## src/rtl/tx_frame_sched.sv

```systemverilog
// Frame scheduler: pilot request, zero-latency AXI-stream pass-through, then a guard gap.
// Optional pilot watchdog is built in with `define TX_FRAME_SCHED_TIMEOUT_EN.
module tx_frame_sched #(
  parameter int unsigned DATA_WIDTH     = 32,
  parameter int unsigned FRAME_WORDS    = 32,
  parameter int unsigned GUARD_CYCLES   = 16,
  parameter int unsigned CNT_WIDTH      = 16,
  parameter int unsigned TIMEOUT_CYCLES = 255
) (
  input  logic                  clk,
  input  logic                  arst,
  input  logic                  enable,
  input  logic [DATA_WIDTH-1:0] s_axis_tdata,
  input  logic                  s_axis_tvalid,
  output logic                  s_axis_tready,
  input  logic                  s_axis_tlast,
  output logic [DATA_WIDTH-1:0] m_axis_tdata,
  output logic                  m_axis_tvalid,
  input  logic                  m_axis_tready,
  output logic                  m_axis_tlast,
  output logic                  pilot_start,
  input  logic                  pilot_done,
  output logic                  busy,
  output logic [CNT_WIDTH-1:0]  frame_cnt,
  output logic                  short_frame,
  output logic                  pilot_err
);

  localparam int unsigned WcW = (FRAME_WORDS > 1) ? $clog2(FRAME_WORDS) : 1;
  localparam int unsigned GcW = (GUARD_CYCLES > 1) ? $clog2(GUARD_CYCLES) : 1;
  localparam logic [WcW-1:0] LastWord  = WcW'(FRAME_WORDS - 1);
  // A zero guard length still spends one cycle in the guard state.
  localparam logic [GcW-1:0] GuardLast = GcW'((GUARD_CYCLES == 0) ? 0 : GUARD_CYCLES - 1);

  typedef enum logic [1:0] {StIdle, StPilot, StData, StGuard} state_e;

  state_e               state_q, state_d;
  logic [WcW-1:0]       word_cnt_q, word_cnt_d;
  logic [GcW-1:0]       guard_cnt_q, guard_cnt_d;
  logic [CNT_WIDTH-1:0] frame_cnt_q, frame_cnt_d;
  logic                 pilot_start_q, pilot_start_d;
  logic                 short_frame_q, short_frame_d;
  logic                 in_data, xfer, last_word, pilot_to;

  assign in_data   = (state_q == StData);
  assign xfer      = in_data & s_axis_tvalid & m_axis_tready;
  assign last_word = (word_cnt_q == LastWord) | s_axis_tlast;

`ifdef TX_FRAME_SCHED_TIMEOUT_EN
  localparam int unsigned ToW = (TIMEOUT_CYCLES > 1) ? $clog2(TIMEOUT_CYCLES) : 1;
  localparam logic [ToW-1:0] ToLast = ToW'((TIMEOUT_CYCLES == 0) ? 0 : TIMEOUT_CYCLES - 1);

  logic [ToW-1:0] to_cnt_q;
  logic           pilot_err_q;

  // pilot_done on the final allowed cycle still wins over the timeout.
  assign pilot_to = (state_q == StPilot) & ~pilot_done & (to_cnt_q == ToLast);

  always_ff @(posedge clk or posedge arst) begin
    if (arst) begin
      to_cnt_q    <= '0;
      pilot_err_q <= 1'b0;
    end else begin
      if (state_q != StPilot) begin
        to_cnt_q <= '0;
      end else if (to_cnt_q != ToLast) begin
        to_cnt_q <= to_cnt_q + 1'b1;
      end
      if (pilot_to) begin
        pilot_err_q <= 1'b1;
      end
    end
  end

  assign pilot_err = pilot_err_q;
`else
  assign pilot_to  = 1'b0;
  // TIMEOUT_CYCLES only matters when the watchdog is built in.
  assign pilot_err = (TIMEOUT_CYCLES == 0) ? 1'b0 : 1'b0;
`endif

  always_comb begin
    state_d       = state_q;
    word_cnt_d    = word_cnt_q;
    guard_cnt_d   = guard_cnt_q;
    frame_cnt_d   = frame_cnt_q;
    pilot_start_d = 1'b0;
    short_frame_d = 1'b0;
    unique case (state_q)
      StIdle: begin
        if (enable && s_axis_tvalid) begin
          state_d       = StPilot;
          pilot_start_d = 1'b1;
        end
      end
      StPilot: begin
        if (pilot_done) begin
          state_d = StData;
        end else if (pilot_to) begin
          state_d     = StGuard;
          guard_cnt_d = '0;
        end
      end
      StData: begin
        if (xfer) begin
          if (last_word) begin
            word_cnt_d    = '0;
            guard_cnt_d   = '0;
            state_d       = StGuard;
            frame_cnt_d   = frame_cnt_q + 1'b1;
            short_frame_d = s_axis_tlast & (word_cnt_q != LastWord);
          end else begin
            word_cnt_d = word_cnt_q + 1'b1;
          end
        end
      end
      StGuard: begin
        if (guard_cnt_q == GuardLast) begin
          state_d = StIdle;
        end else begin
          guard_cnt_d = guard_cnt_q + 1'b1;
        end
      end
      default: state_d = StIdle;
    endcase
  end

  always_ff @(posedge clk or posedge arst) begin
    if (arst) begin
      state_q       <= StIdle;
      word_cnt_q    <= '0;
      guard_cnt_q   <= '0;
      frame_cnt_q   <= '0;
      pilot_start_q <= 1'b0;
      short_frame_q <= 1'b0;
    end else begin
      state_q       <= state_d;
      word_cnt_q    <= word_cnt_d;
      guard_cnt_q   <= guard_cnt_d;
      frame_cnt_q   <= frame_cnt_d;
      pilot_start_q <= pilot_start_d;
      short_frame_q <= short_frame_d;
    end
  end

  assign s_axis_tready = in_data & m_axis_tready;
  assign m_axis_tvalid = in_data & s_axis_tvalid;
  assign m_axis_tdata  = in_data ? s_axis_tdata : '0;
  assign m_axis_tlast  = in_data & last_word;
  assign pilot_start   = pilot_start_q;
  assign short_frame   = short_frame_q;
  assign frame_cnt     = frame_cnt_q;
  assign busy          = (state_q != StIdle);

endmodule

```

## config.mk

```make
export PLATFORM = sky130hd
export DESIGN_NAME = tx_frame_sched
export DESIGN_NICKNAME = d
export VERILOG_FILES = /design/src/rtl/tx_frame_sched.sv
export SDC_FILE = /design/constraint.sdc
export NUM_CORES = 1
export LEC_CHECK = 0
export CAP_MARGIN = 20
export CORE_MARGIN = 1.5
export CORE_UTILIZATION = 39
export CTS_CLUSTER_DIAMETER = 60
export DETAILED_ROUTE_END_ITERATION = 12
export PLACE_DENSITY = 0.82
export SLEW_MARGIN = 20
export SYNTH_ARGS = -nofsm -noshare
export SYNTH_HDL_FRONTEND = slang
export SYNTH_SLANG_ARGS = --single-unit
export TNS_END_PERCENT = 30
```

## constraint.sdc

```tcl
create_clock -name clk -period 2.58 [get_ports clk]
set_clock_uncertainty 0.05 [all_clocks]
set_input_delay 0.774 -clock clk [delete_from_list [all_inputs] [get_ports clk]]
set_output_delay 0.774 -clock clk [all_outputs]
set_load 0.05 [all_outputs]
```

==> results of run 1 <==
worst max-delay path by stage:
| stage | startpoint | end | slack [ps] | cells after the start |
|---|---|---|---|---|
| 6_report | word_cnt_q[0] | m_axis_tlast | 70 | 6 |
| 2_1_floorplan | state_q[0] | m_axis_tdata[10] | 120 | 5 |
| 5_1_grt | word_cnt_q[0] | m_axis_tlast | 3 | 6 |
| 4_1_cts | word_cnt_q[0] | m_axis_tlast | 50 | 6 |
| 3_3_place_gp | s_axis_tlast | m_axis_tlast | 120 | 4 |
| 3_5_place_dp | s_axis_tvalid | m_axis_tvalid | 120 | 3 |
cells by family after synthesis:
family / count (synthesis) / share of synthesized area
DFF: 29 / 0.426
muxes: 3 / 0.0220
and+or+nand+nor: 87 / 0.296
adders and majority gates: 8 / 0.0587
AOI/OAI and AO/OA: 20 / 0.0851
xor gates and xnor gates: 15 / 0.0814
other: 1 / 0.00220
buffers and inverters: 12 / 0.0286
per-layer routing:
| layer | global-route usage | wire length, microns | up-vias | part of all wire |
|---|---|---|---|---|
| met1 | 0.217 | 1750 | 757 | 0.37 |
| li1 | - | - | 793 | - |
| met2 | 0.349 | 2330 | 77 | 0.49 |
| met4 | 0.0501 | 44 | 0 | 0.0093 |
| met5 | 0 | 0 | - | 0 |
| met3 | 0.139 | 637 | 6 | 0.13 |
critical path, cell delays in order, from the launching register on:
cell and delay (ps):
dfrtp_1 400, ha_1 240, and3_1 190, ha_1 210
nor2_2 140, nor2b_2 70, buf_12 150
state kept, by name, summed over array words and instances, names as in the netlist:
signal,count
word_cnt_q,5
frame_cnt,16
short_frame,1
guard_cnt_q,4
state_q,2
pilot_start,1
power by group:
part	leakage, nW	switching [mW]	internal [mW]	total (mW)
combinational	0.934	1.14	0.938	2.08
clock	0.0542	0.171	0.241	0.411
sequential	0.389	0.0813	0.533	0.614
total	1.38	1.40	1.71	3.11
timing repair:
action / 4_1_cts / 5_1_grt
gates resized for setup: 1 / 0
hold endpoints to repair: 0 / 0
pin swaps: 0 / 1
endpoints found under the setup margin: 1 / 1
synthesized netlist by cell type (5+ instances only):
cell type | n | area, sq um
nand3_1 | 9 | 45.0
and2_1 | 37 | 231
inv_1 | 7 | 26.3
xnor2_1 | 13 | 114
nand2_1 | 15 | 56.3
dfrtp_1 | 29 | 726
a21oi_1 | 5 | 25.0
ha_1 | 8 | 100
nor2_1 | 5 | 18.8
o21ai_0 | 5 | 25.0
metrics by stage:
| stage | hold WS (ps) | std cells | setup slack (ps) | area [sq um] |
|---|---|---|---|---|
| after detailed placement | 438 | 318 | 123 | 3070 |
| after global placement | 414 | 318 | 125 | 3070 |
| final | 436 | 326 | 69.0 | 3180 |
| after CTS | 449 | 326 | 45.3 | 3180 |
| after floorplan | 406 | 175 | 121 | 1710 |
| after global routing | 453 | 326 | 2.52 | 3180 |
placed cells by master (no fill, tap or decap), types with 3 or more instances in the layout:
cell / n
a21oi_1: 5
and2_1: 37
and3_1: 4
buf_12: 36
buf_4: 6
clkbuf_8: 7
clkdlybuf4s50_1: 56
dfrtp_1: 29
ha_1: 8
inv_1: 7
nand2_1: 15
nand3_1: 9
nand4_1: 3
nor2_1: 4
nor3_1: 4
o21ai_0: 5
xnor2_1: 13
area by class of cell:
type | instances | area, sq um
Tap cell | 50 | 62.6
Multi-Input combinational cell | 134 | 936
Clock inverter | 1 | 5.00
Clock buffer | 7 | 96.3
Fill cell | 281 | 937
Timing Repair Buffer | 98 | 1330
Inverter | 7 | 26.3
Sequential cell | 29 | 726
==> out/results.env, run 1 <==
FP.DIEAREA_SQ_UM=4780
FINAL_MIN_PERIOD_OVER_CLOCK_PERIOD=0.973
DRC=0
GRT_PASS1_VIAS=1698
DETAILEDROUTE.FIRSTITERATIONVIOLATIONS=69
SETUP_VIOL=0
CLK_PIN_SLEW_WORST_PATHS_PS=60
FMAX_MHz=398
SYNTH_SEQ_CELLS=29
CLK-INSERTION-DELAY-LATE_PS=280
FLOORPLAN.IO_PINS=94
CRIT-REG2REG-LAUNCH='word_cnt_q[0]'
NETLIST_AREA_SQ_UM=1710
UNREPAIRED_SETUP_ENDPOINTS_AFTER_GLOBAL_ROUTING='false'
PLACEABLECOREAREA_SQ_UM=4120
TRITONCTS_CLOCK_TREE='built'
DETAILED_PLACE_HPWL_MICRONS=3830
INITIAL_UTILIZATION=0.414
MAXSLEWVIOLCOUNT=0
ASYNC_SET_OR_RESET_REGISTER_RATIO_AFTER_SYNTHESIS=1.00
FF2FF_SETUP_SLACK_PS=360
SYNTH-EDFF-COUNT=0
MAXIMUM_BUFFER_DEPTH_OF_THE_CLOCK_TREE=2
AREAGROWTHSYNTHTOFINISH_PCT=86.4
FINISH.UTILIZATION=0.772
INSERTEDDIODECOUNT=0
WORST_EP_REQUIRED_TIME_PS=1760
SYNTH_TOP_FLOP_CELL='dfrtp_1'
GROUTE.USAGE.OVERALL=0.209
MIN_PATH_TYPE='register to register'
FIRST_PASS_ITERS=4
WIRE_LENGTH_OF_THE_FIRST_GLOBAL_ROUTING_PASS_MICRONS=7900
YOSYSWARNINGS=0
CRITICAL_PATH_ARRIVAL_PS=1690
NUMBER_OF_ANTENNA_VIOLATIONS_AT_THE_FIRST_CHECK_IN_GLOBAL_ROUTING=0
ANTENNA_VIOLATING_NETS_POST_ROUTE=0
FINAL_PERIOD_MINUS_WORST_SETUP_SLACK_PS=2510
POSTROUTEWIRELENGTH_MICRONS=4760
CTS_ROOT_BUFFER='clkbuf_8'
MIN_DELAY_PATH_DEPTH=1
DIE_WIDTH_MICRONS=69.1
IRDROPWORSTVDD_V=0.000595
CTS_SETUP_BUFFERS=0
CRITICAL_PATH.MAX_FANOUT=3
CP-END-KIND='output port'
SYNTH_SEQ_AREA_SHARE=0.426
POST_SYNTH.CELL_AREA_AVG_SQ_UM=9.75
WL_PER_CELL_MICRONS=14.6
NUMCTSBUFFERS=5
NETLIST_INSTANCES=175
GLOBALPLACE.CONGESTION=0.744
R2R-END='state_q[1]'
REG2REGPATHDEPTH=8
GRT_START_MAX_NET_PINS=43
TRITONCTS_NUM_SINKS=29
STATUS='finished, final reports clean'
HTREE_NUM_LEVELS=2
VIASPERCELL=5.01
GRT_OVERFLOW_TOTAL=0
MAX_CAP_VIOL_COUNT=0
CHIPHEIGHT_MICRONS=69.1
LEAKAGE_POWER_OF_THE_DESIGN_nW=1.38
HOLD_PATH_STARTPOINT='frame_cnt[15]'
SYNTH_NETS=222
NUMBER_OF_NETS_AT_THE_END_OF_THE_FLOW=322
FRACTION_OF_FINAL_LAYOUT_CELLS_WITH_DRIVE_STRENGTH_GREATER_THAN_1=0.221
POWER_PER_CELL_AREA_nW_PER_UM2=978
ROUTED-VIA-COUNT=1633
PORT_BUFFERS=92
MAX_TRANSITION_MARGIN=0.643
TIMING.CRITICAL_PATH.FROM_TYPE='register'
SETUP_TOTAL_NEGATIVE_SLACK_PS=0
HOLD_VIOL=0
POWER_TOTAL_mW=3.11
NETLIST-CELL-TYPE-COUNT=37
TIGHTESTPINTRANSITION_PS=534
CRIT_TYPE='register to output port'
PLACEMENTROWS=23
CTS_HOLD_REPAIR.BUFFERS=0
MIN_DELAY_WORST_ENDPOINT='frame_cnt[15]'
(Power assumes the default switching activity.)
==> inputs of run 2 (changes only) <==
--- a/constraint.sdc
+++ b/constraint.sdc
@@ -3,3 +3,3 @@
 set_input_delay 0.774 -clock clk [delete_from_list [all_inputs] [get_ports clk]]
 set_output_delay 0.774 -clock clk [all_outputs]
-set_load 0.05 [all_outputs]
+set_load 0.02 [all_outputs]
==> out/results.env, run 2 (synthesized netlist as in run 1, its figures left out) <==
LEAKAGE_POWER_OF_THE_DESIGN_nW=1.25  # was 1.38 nW
POWER_PER_CELL_AREA_nW_PER_UM2=760  # was 978 nW/um^2
STATUS='finished, final reports clean'  # unchanged
ROUTE.TOP_LAYER_USED='met4'  # unchanged
WORST_EP_REQUIRED_TIME_PS=1760  # about the same
LARGEST_REGISTER_FF_COUNT=16  # unchanged
CRITICAL_PATH.MAX_FANOUT=2  # was 3
MAXIMUM_BUFFER_DEPTH_OF_THE_CLOCK_TREE=2  # unchanged
GRT_PASS1_VIAS=1671  # was 1698
FLOORPLAN.IO_PINS=94  # unchanged
FINAL_COMMON_CELL='clkdlybuf4s50_1'  # unchanged
VIASPERCELL=4.96  # was 5.01
CLK-INSERTION-DELAY-LATE_PS=280  # about the same
DETAILED_PLACE_HPWL_MICRONS=3270  # was 3830 microns
CLK_PIN_SLEW_WORST_PATHS_PS=60  # about the same
POSTROUTEWIRELENGTH_MICRONS=4180  # was 4760 microns
GLOBALPLACE.CONGESTION=0.813  # was 0.744
FIRST_PASS_ITERS=4  # unchanged
GROUTE.USAGE.OVERALL=0.192  # was 0.209
MET3_WL_POST_DR_MICRONS=357  # was 637 microns
FP.DIEAREA_SQ_UM=4780  # unchanged
CRIT_START='m_axis_tready'  # was word_cnt_q[0]
PLACEMENTROWS=23  # unchanged
CRIT-REG2REG-LAUNCH='word_cnt_q[1]'  # was word_cnt_q[0]
FF2FF_SETUP_SLACK_PS=410  # was 360 ps
FINAL_CELL_MIX='clkdlybuf4s50_1 (56), and2_1 (37), clkdlybuf4s15_1 (30)'  # was clkdlybuf4s50_1 (56), and2_1 (37), buf_12 (36)
HOLD_VIOL=0  # unchanged
WL_PER_CELL_MICRONS=12.8  # was 14.6 microns
CRITICAL_PATH_ARRIVAL_PS=1710  # was 1690 ps
MAXSLEWVIOLCOUNT=0  # unchanged
PORT_BUFFERS=92  # unchanged
ROUTED-VIA-COUNT=1622  # was 1633
DIE_WIDTH_MICRONS=69.1  # unchanged
HOLD_PATH_STARTPOINT='frame_cnt[15]'  # unchanged
DETAILEDROUTE.FIRSTITERATIONVIOLATIONS=54  # was 69
TRITONCTS_CLOCK_TREE='built'  # unchanged
FINAL_MIN_PERIOD_OVER_CLOCK_PERIOD=0.983  # was 0.973
MET1_LENGTH_MICRONS=1710  # was 1750 microns
FINAL_CELLS=327  # was 326
WIRE_LENGTH_OF_THE_FIRST_GLOBAL_ROUTING_PASS_MICRONS=7350  # was 7900 microns
CP-END-KIND='output port'  # unchanged
MIN_PATH_TYPE='register to register'  # unchanged
UNREPAIRED_SETUP_ENDPOINTS_AFTER_GLOBAL_ROUTING='false'  # unchanged
TRITONCTS_NUM_SINKS=29  # unchanged
CTS_HOLD_REPAIR.BUFFERS=0  # unchanged
CELL_AREA_REPORTED_AFTER_DETAILED_PLACEMENT_SQ_UM=2740  # was 3070 sq um
IRDROPWORSTVDD_V=0.000376  # was 0.000595 V
ANTENNA_VIOLATING_NETS_POST_ROUTE=0  # unchanged
PLACEABLECOREAREA_SQ_UM=4120  # unchanged
GRT_OVERFLOW_TOTAL=0  # unchanged
NUM-FILL-CELLS=344  # was 281
INSERTEDDIODECOUNT=0  # unchanged
HTREE_NUM_LEVELS=2  # unchanged
NUMBER_OF_ANTENNA_VIOLATIONS_AT_THE_FIRST_CHECK_IN_GLOBAL_ROUTING=0  # unchanged
TIMING.CRITICAL_PATH.FROM_TYPE='input port'  # was register
DRC=0  # unchanged
FINALINSTANCEAREA_SQ_UM=2810  # was 3180 sq um
INITIAL_UTILIZATION=0.414  # unchanged
MAX_CAP_VIOL_COUNT=0  # unchanged
AREAGROWTHSYNTHTOFINISH_PCT=64.9  # was 86.4%
PLACED_CELLS_INCL_TAPS=320  # was 318
FMAX_MHz=394  # was 398 MHz
GRT_START_MAX_NET_PINS=43  # unchanged
CRIT_TYPE='input port to output port'  # was register to output port
MULTIINPUTGATEAREA_SQ_UM=933  # was 936 sq um
MET2WIRELENGTH_MICRONS=2030  # was 2330 microns
SETUP_VIOL=0  # unchanged
CHIPHEIGHT_MICRONS=69.1  # unchanged
CTS_ROOT_BUFFER='clkbuf_8'  # unchanged
NUMBER_OF_NETS_AT_THE_END_OF_THE_FLOW=324  # was 322
REGAREA_SQ_UM=726  # unchanged
NUMCTSBUFFERS=5  # unchanged
FINAL_PERIOD_MINUS_WORST_SETUP_SLACK_PS=2540  # was 2510 ps
FRACTION_OF_FINAL_LAYOUT_CELLS_WITH_DRIVE_STRENGTH_GREATER_THAN_1=0.0975  # was 0.221
## run 2: report_power, final
group	internal, mW	switching [mW]	total (mW)
registers	0.533	0.0779	0.611
clock network	0.211	0.160	0.371
logic	0.544	0.611	1.15
total	1.29	0.849	2.14
## run 2: layer usage
layer | vias to the layer above | global-route usage
met3 | 10 | 0.0760
met2 | 72 | 0.315
met1 | 741 | 0.222
met4 | 0 | 0.0806
met5 | - | 0
li1 | 799 | -
## run 2: layout make-up
type,count,area share
Clock buffer,7,0.0307
Inverter,7,0.00934
Multi-Input combinational cell,134,0.332
Sequential cell,29,0.258
Tap cell,50,0.0222
Timing Repair Buffer,100,0.348
## run 2: worst paths after layout
check                                 to  depth (start not counted)
setup / recovery           s_axis_tready                          3
hold / removal             frame_cnt[15]                          1
setup reg to reg              state_q[1]                          8
hold reg to reg            frame_cnt[15]                          1
max in group asynchronous    pilot_start                          3
min in group asynchronous  frame_cnt[15]                          3
## run 2: what timing repair did
action | in CTS | in global routing
pin swaps | 0 | 0
endpoints found under the setup margin | 35 | 34
buffers inserted | 0 | 0
gates resized for setup | 37 | 37
## run 2: metrics by stage
step | utilization | hold slack (ps) | TNS [ps] | setup WS [ps] | power, mW
floorplan | - | 406 | 0 | 319 | 1.31
global placement | 0.666 | 414 | -6460 | -255 | 1.85
detailed placement | 0.666 | 433 | -6740 | -271 | 1.87
CTS | 0.676 | 441 | 0 | 2.99 | 2.14
global route | 0.683 | 472 | 0 | 0.349 | 2.31
finish | 0.683 | 432 | 0 | 44.5 | 2.14
## run 2: worst max-delay path: stages
cell             delay [ps]
clkdlybuf4s50_1         500
and2_1                  130
clkdlybuf4s15_1         310
==> inputs of run 3 (changes only) <==
RECOVER_POWER = 25   (was not set)
==> out/results.env, run 3 (synthesized netlist as in run 1, its figures left out) <==
FINAL_PERIOD_MINUS_WORST_SETUP_SLACK_PS=2540  # unchanged
CRIT-REG2REG-LAUNCH='word_cnt_q[1]'  # unchanged
WIRE_LENGTH_OF_THE_FIRST_GLOBAL_ROUTING_PASS_MICRONS=7350  # unchanged
POSTROUTEWIRELENGTH_MICRONS=4180  # about the same
GRT_START_MAX_NET_PINS=43  # unchanged
CRITICAL_PATH.MAX_FANOUT=2  # unchanged
SETUP_VIOL=0  # unchanged
STATUS='finished, final reports clean'  # unchanged
UNREPAIRED_SETUP_ENDPOINTS_AFTER_GLOBAL_ROUTING='false'  # unchanged
FP.DIEAREA_SQ_UM=4780  # unchanged
HOLD-WORST-SLACK_PS=433  # was 432 ps
INSERTEDDIODECOUNT=0  # unchanged
LEAKAGE_POWER_OF_THE_DESIGN_nW=1.25  # about the same
WORST_EP_REQUIRED_TIME_PS=1760  # about the same
TIMING.CRITICAL_PATH.FROM_TYPE='input port'  # unchanged
TRITONCTS_CLOCK_TREE='built'  # unchanged
CTS_ROOT_BUFFER='clkbuf_8'  # unchanged
POSTLAYOUTSETUPSLACKWORST_PS=44.5  # unchanged
ANTENNA_VIOLATING_NETS_POST_ROUTE=0  # unchanged
CRITICAL_PATH_ARRIVAL_PS=1710  # about the same
PORT_BUFFERS=92  # unchanged
FLOORPLAN.IO_PINS=94  # unchanged
CRIT_TYPE='input port to output port'  # unchanged
CTS_HOLD_REPAIR.BUFFERS=0  # unchanged
CHIPHEIGHT_MICRONS=69.1  # unchanged
GLOBALPLACE.CONGESTION=0.813  # unchanged
GROUTE.USAGE.OVERALL=0.192  # unchanged
CRIT_START='m_axis_tready'  # unchanged
PLACEMENTROWS=23  # unchanged
DETAILEDROUTE.FIRSTITERATIONVIOLATIONS=54  # unchanged
DETAILEDPLACE.WORSTSLACK_PS=-271  # unchanged
MAX_CAP_VIOL_COUNT=0  # unchanged
HTREE_NUM_LEVELS=2  # unchanged
DRC=0  # unchanged
VIASPERCELL=4.97  # was 4.96
CTS_SETUP_BUFFERS=0  # unchanged
FRACTION_OF_FINAL_LAYOUT_CELLS_WITH_DRIVE_STRENGTH_GREATER_THAN_1=0.0975  # unchanged
GRT_OVERFLOW_TOTAL=0  # unchanged
HOLD_VIOL=0  # unchanged
MAXIMUM_BUFFER_DEPTH_OF_THE_CLOCK_TREE=2  # unchanged
CP-END-KIND='output port'  # unchanged
CLK-INSERTION-DELAY-LATE_PS=280  # about the same
ROUTED-VIA-COUNT=1624  # was 1622
AREAGROWTHSYNTHTOFINISH_PCT=64.8  # was 64.9%
CELL_AREA_REPORTED_AFTER_DETAILED_PLACEMENT_SQ_UM=2740  # unchanged
NUMCTSBUFFERS=5  # unchanged
NUMBER_OF_ANTENNA_VIOLATIONS_AT_THE_FIRST_CHECK_IN_GLOBAL_ROUTING=0  # unchanged
FINAL_CELL_MIX='clkdlybuf4s50_1 (55), and2_1 (37), clkdlybuf4s15_1 (30)'  # was clkdlybuf4s50_1 (56), and2_1 (37), clkdlybuf4s15_1 (30)
FINAL_COMMON_CELL='clkdlybuf4s50_1'  # unchanged
CLK_PIN_SLEW_WORST_PATHS_PS=60  # about the same
SETUP_TOTAL_NEGATIVE_SLACK_PS=0  # unchanged
MAXSLEWVIOLCOUNT=0  # unchanged
FIRST_PASS_ITERS=4  # unchanged
DIE_WIDTH_MICRONS=69.1  # unchanged
PLACEABLECOREAREA_SQ_UM=4120  # unchanged
HOLD_PATH_STARTPOINT='frame_cnt[15]'  # unchanged
NUM-FILL-CELLS=345  # was 344
LARGEST_REGISTER_FF_COUNT=16  # unchanged
NUMBER_OF_NETS_AT_THE_END_OF_THE_FLOW=324  # unchanged
TRITONCTS_NUM_SINKS=29  # unchanged
DETAILED_PLACE_HPWL_MICRONS=3270  # unchanged
TIGHTESTPINTRANSITION_PS=700
FINISH.UTILIZATION=0.683  # about the same
INITIAL_UTILIZATION=0.414  # unchanged
MAX_TRANSITION_MARGIN=0.533
FINALINSTANCEAREA_SQ_UM=2810  # about the same
FINAL_MIN_PERIOD_OVER_CLOCK_PERIOD=0.983  # unchanged
GRT_PASS1_VIAS=1671  # unchanged
MIN_PATH_TYPE='register to register'  # unchanged
WL_PER_CELL_MICRONS=12.8  # about the same
IRDROPWORSTVDD_V=0.000376  # about the same
FMAX_MHz=394  # unchanged
POWER_PER_CELL_AREA_nW_PER_UM2=760  # about the same
## run 3: changes by cell type in the layout (fill, tap and decap cells not counted), sizes merged
| cell | before | now |
|---|---|---|
| clkbuf | 9 | 10 |
| clkdlybuf4s50 | 56 | 55 |
| buf | 9 | 8 |
| dlygate4sd3 | 0 | 1 |
## run 3: path summary, 6_finish.rpt
kind	end	slack [ps]	depth (start not counted)
max	s_axis_tready	40	3
min	frame_cnt[15]	430	1
max reg2reg	state_q[1]	410	8
min reg2reg	frame_cnt[15]	430	1
max in group asynchronous	pilot_start	950	3
min in group asynchronous	word_cnt_q[1]	1070	3
## run 3: repair_timing
item,4_1_cts,5_1_grt
resized for setup,37,37
endpoints found under the hold margin,0,0
setup endpoints to repair,35,34
## run 3: layer usage
metal | track usage | share of wire
met2 | 0.315 | 0.48
met3 | 0.0760 | 0.085
met5 | 0 | 0
met1 | 0.222 | 0.41
met4 | 0.0806 | 0.020
## run 3: where the power goes
part	internal, mW	switching, mW	leakage, nW	total, mW
sequential	0.533	0.0779	0.389	0.611
combinational	0.543	0.611	0.818	1.15
clock	0.211	0.160	0.0443	0.371
total	1.29	0.849	1.25	2.14
## run 3: cell type report
type / instances / area (sq um) / area share
Inverter: 7 / 26.3 / 0.00935
Timing Repair Buffer: 100 / 976 / 0.347
Clock buffer: 7 / 86.3 / 0.0307
Sequential cell: 29 / 726 / 0.258
Tap cell: 50 / 62.6 / 0.0223
Multi-Input combinational cell: 134 / 933 / 0.332
## run 3: stage by stage
| stage | std cells | power (mW) |
|---|---|---|
| detailed placement | 320 | 1.87 |
| global route | 327 | 2.31 |
| CTS | 327 | 2.14 |
| floorplan | 175 | 1.31 |
| finish | 327 | 2.14 |
| global placement | 320 | 1.85 |
## run 3: critical path, stage by stage
cell and delay [ps]:
clkdlybuf4s50_1 500, and2_1 130, clkdlybuf4s15_1 310
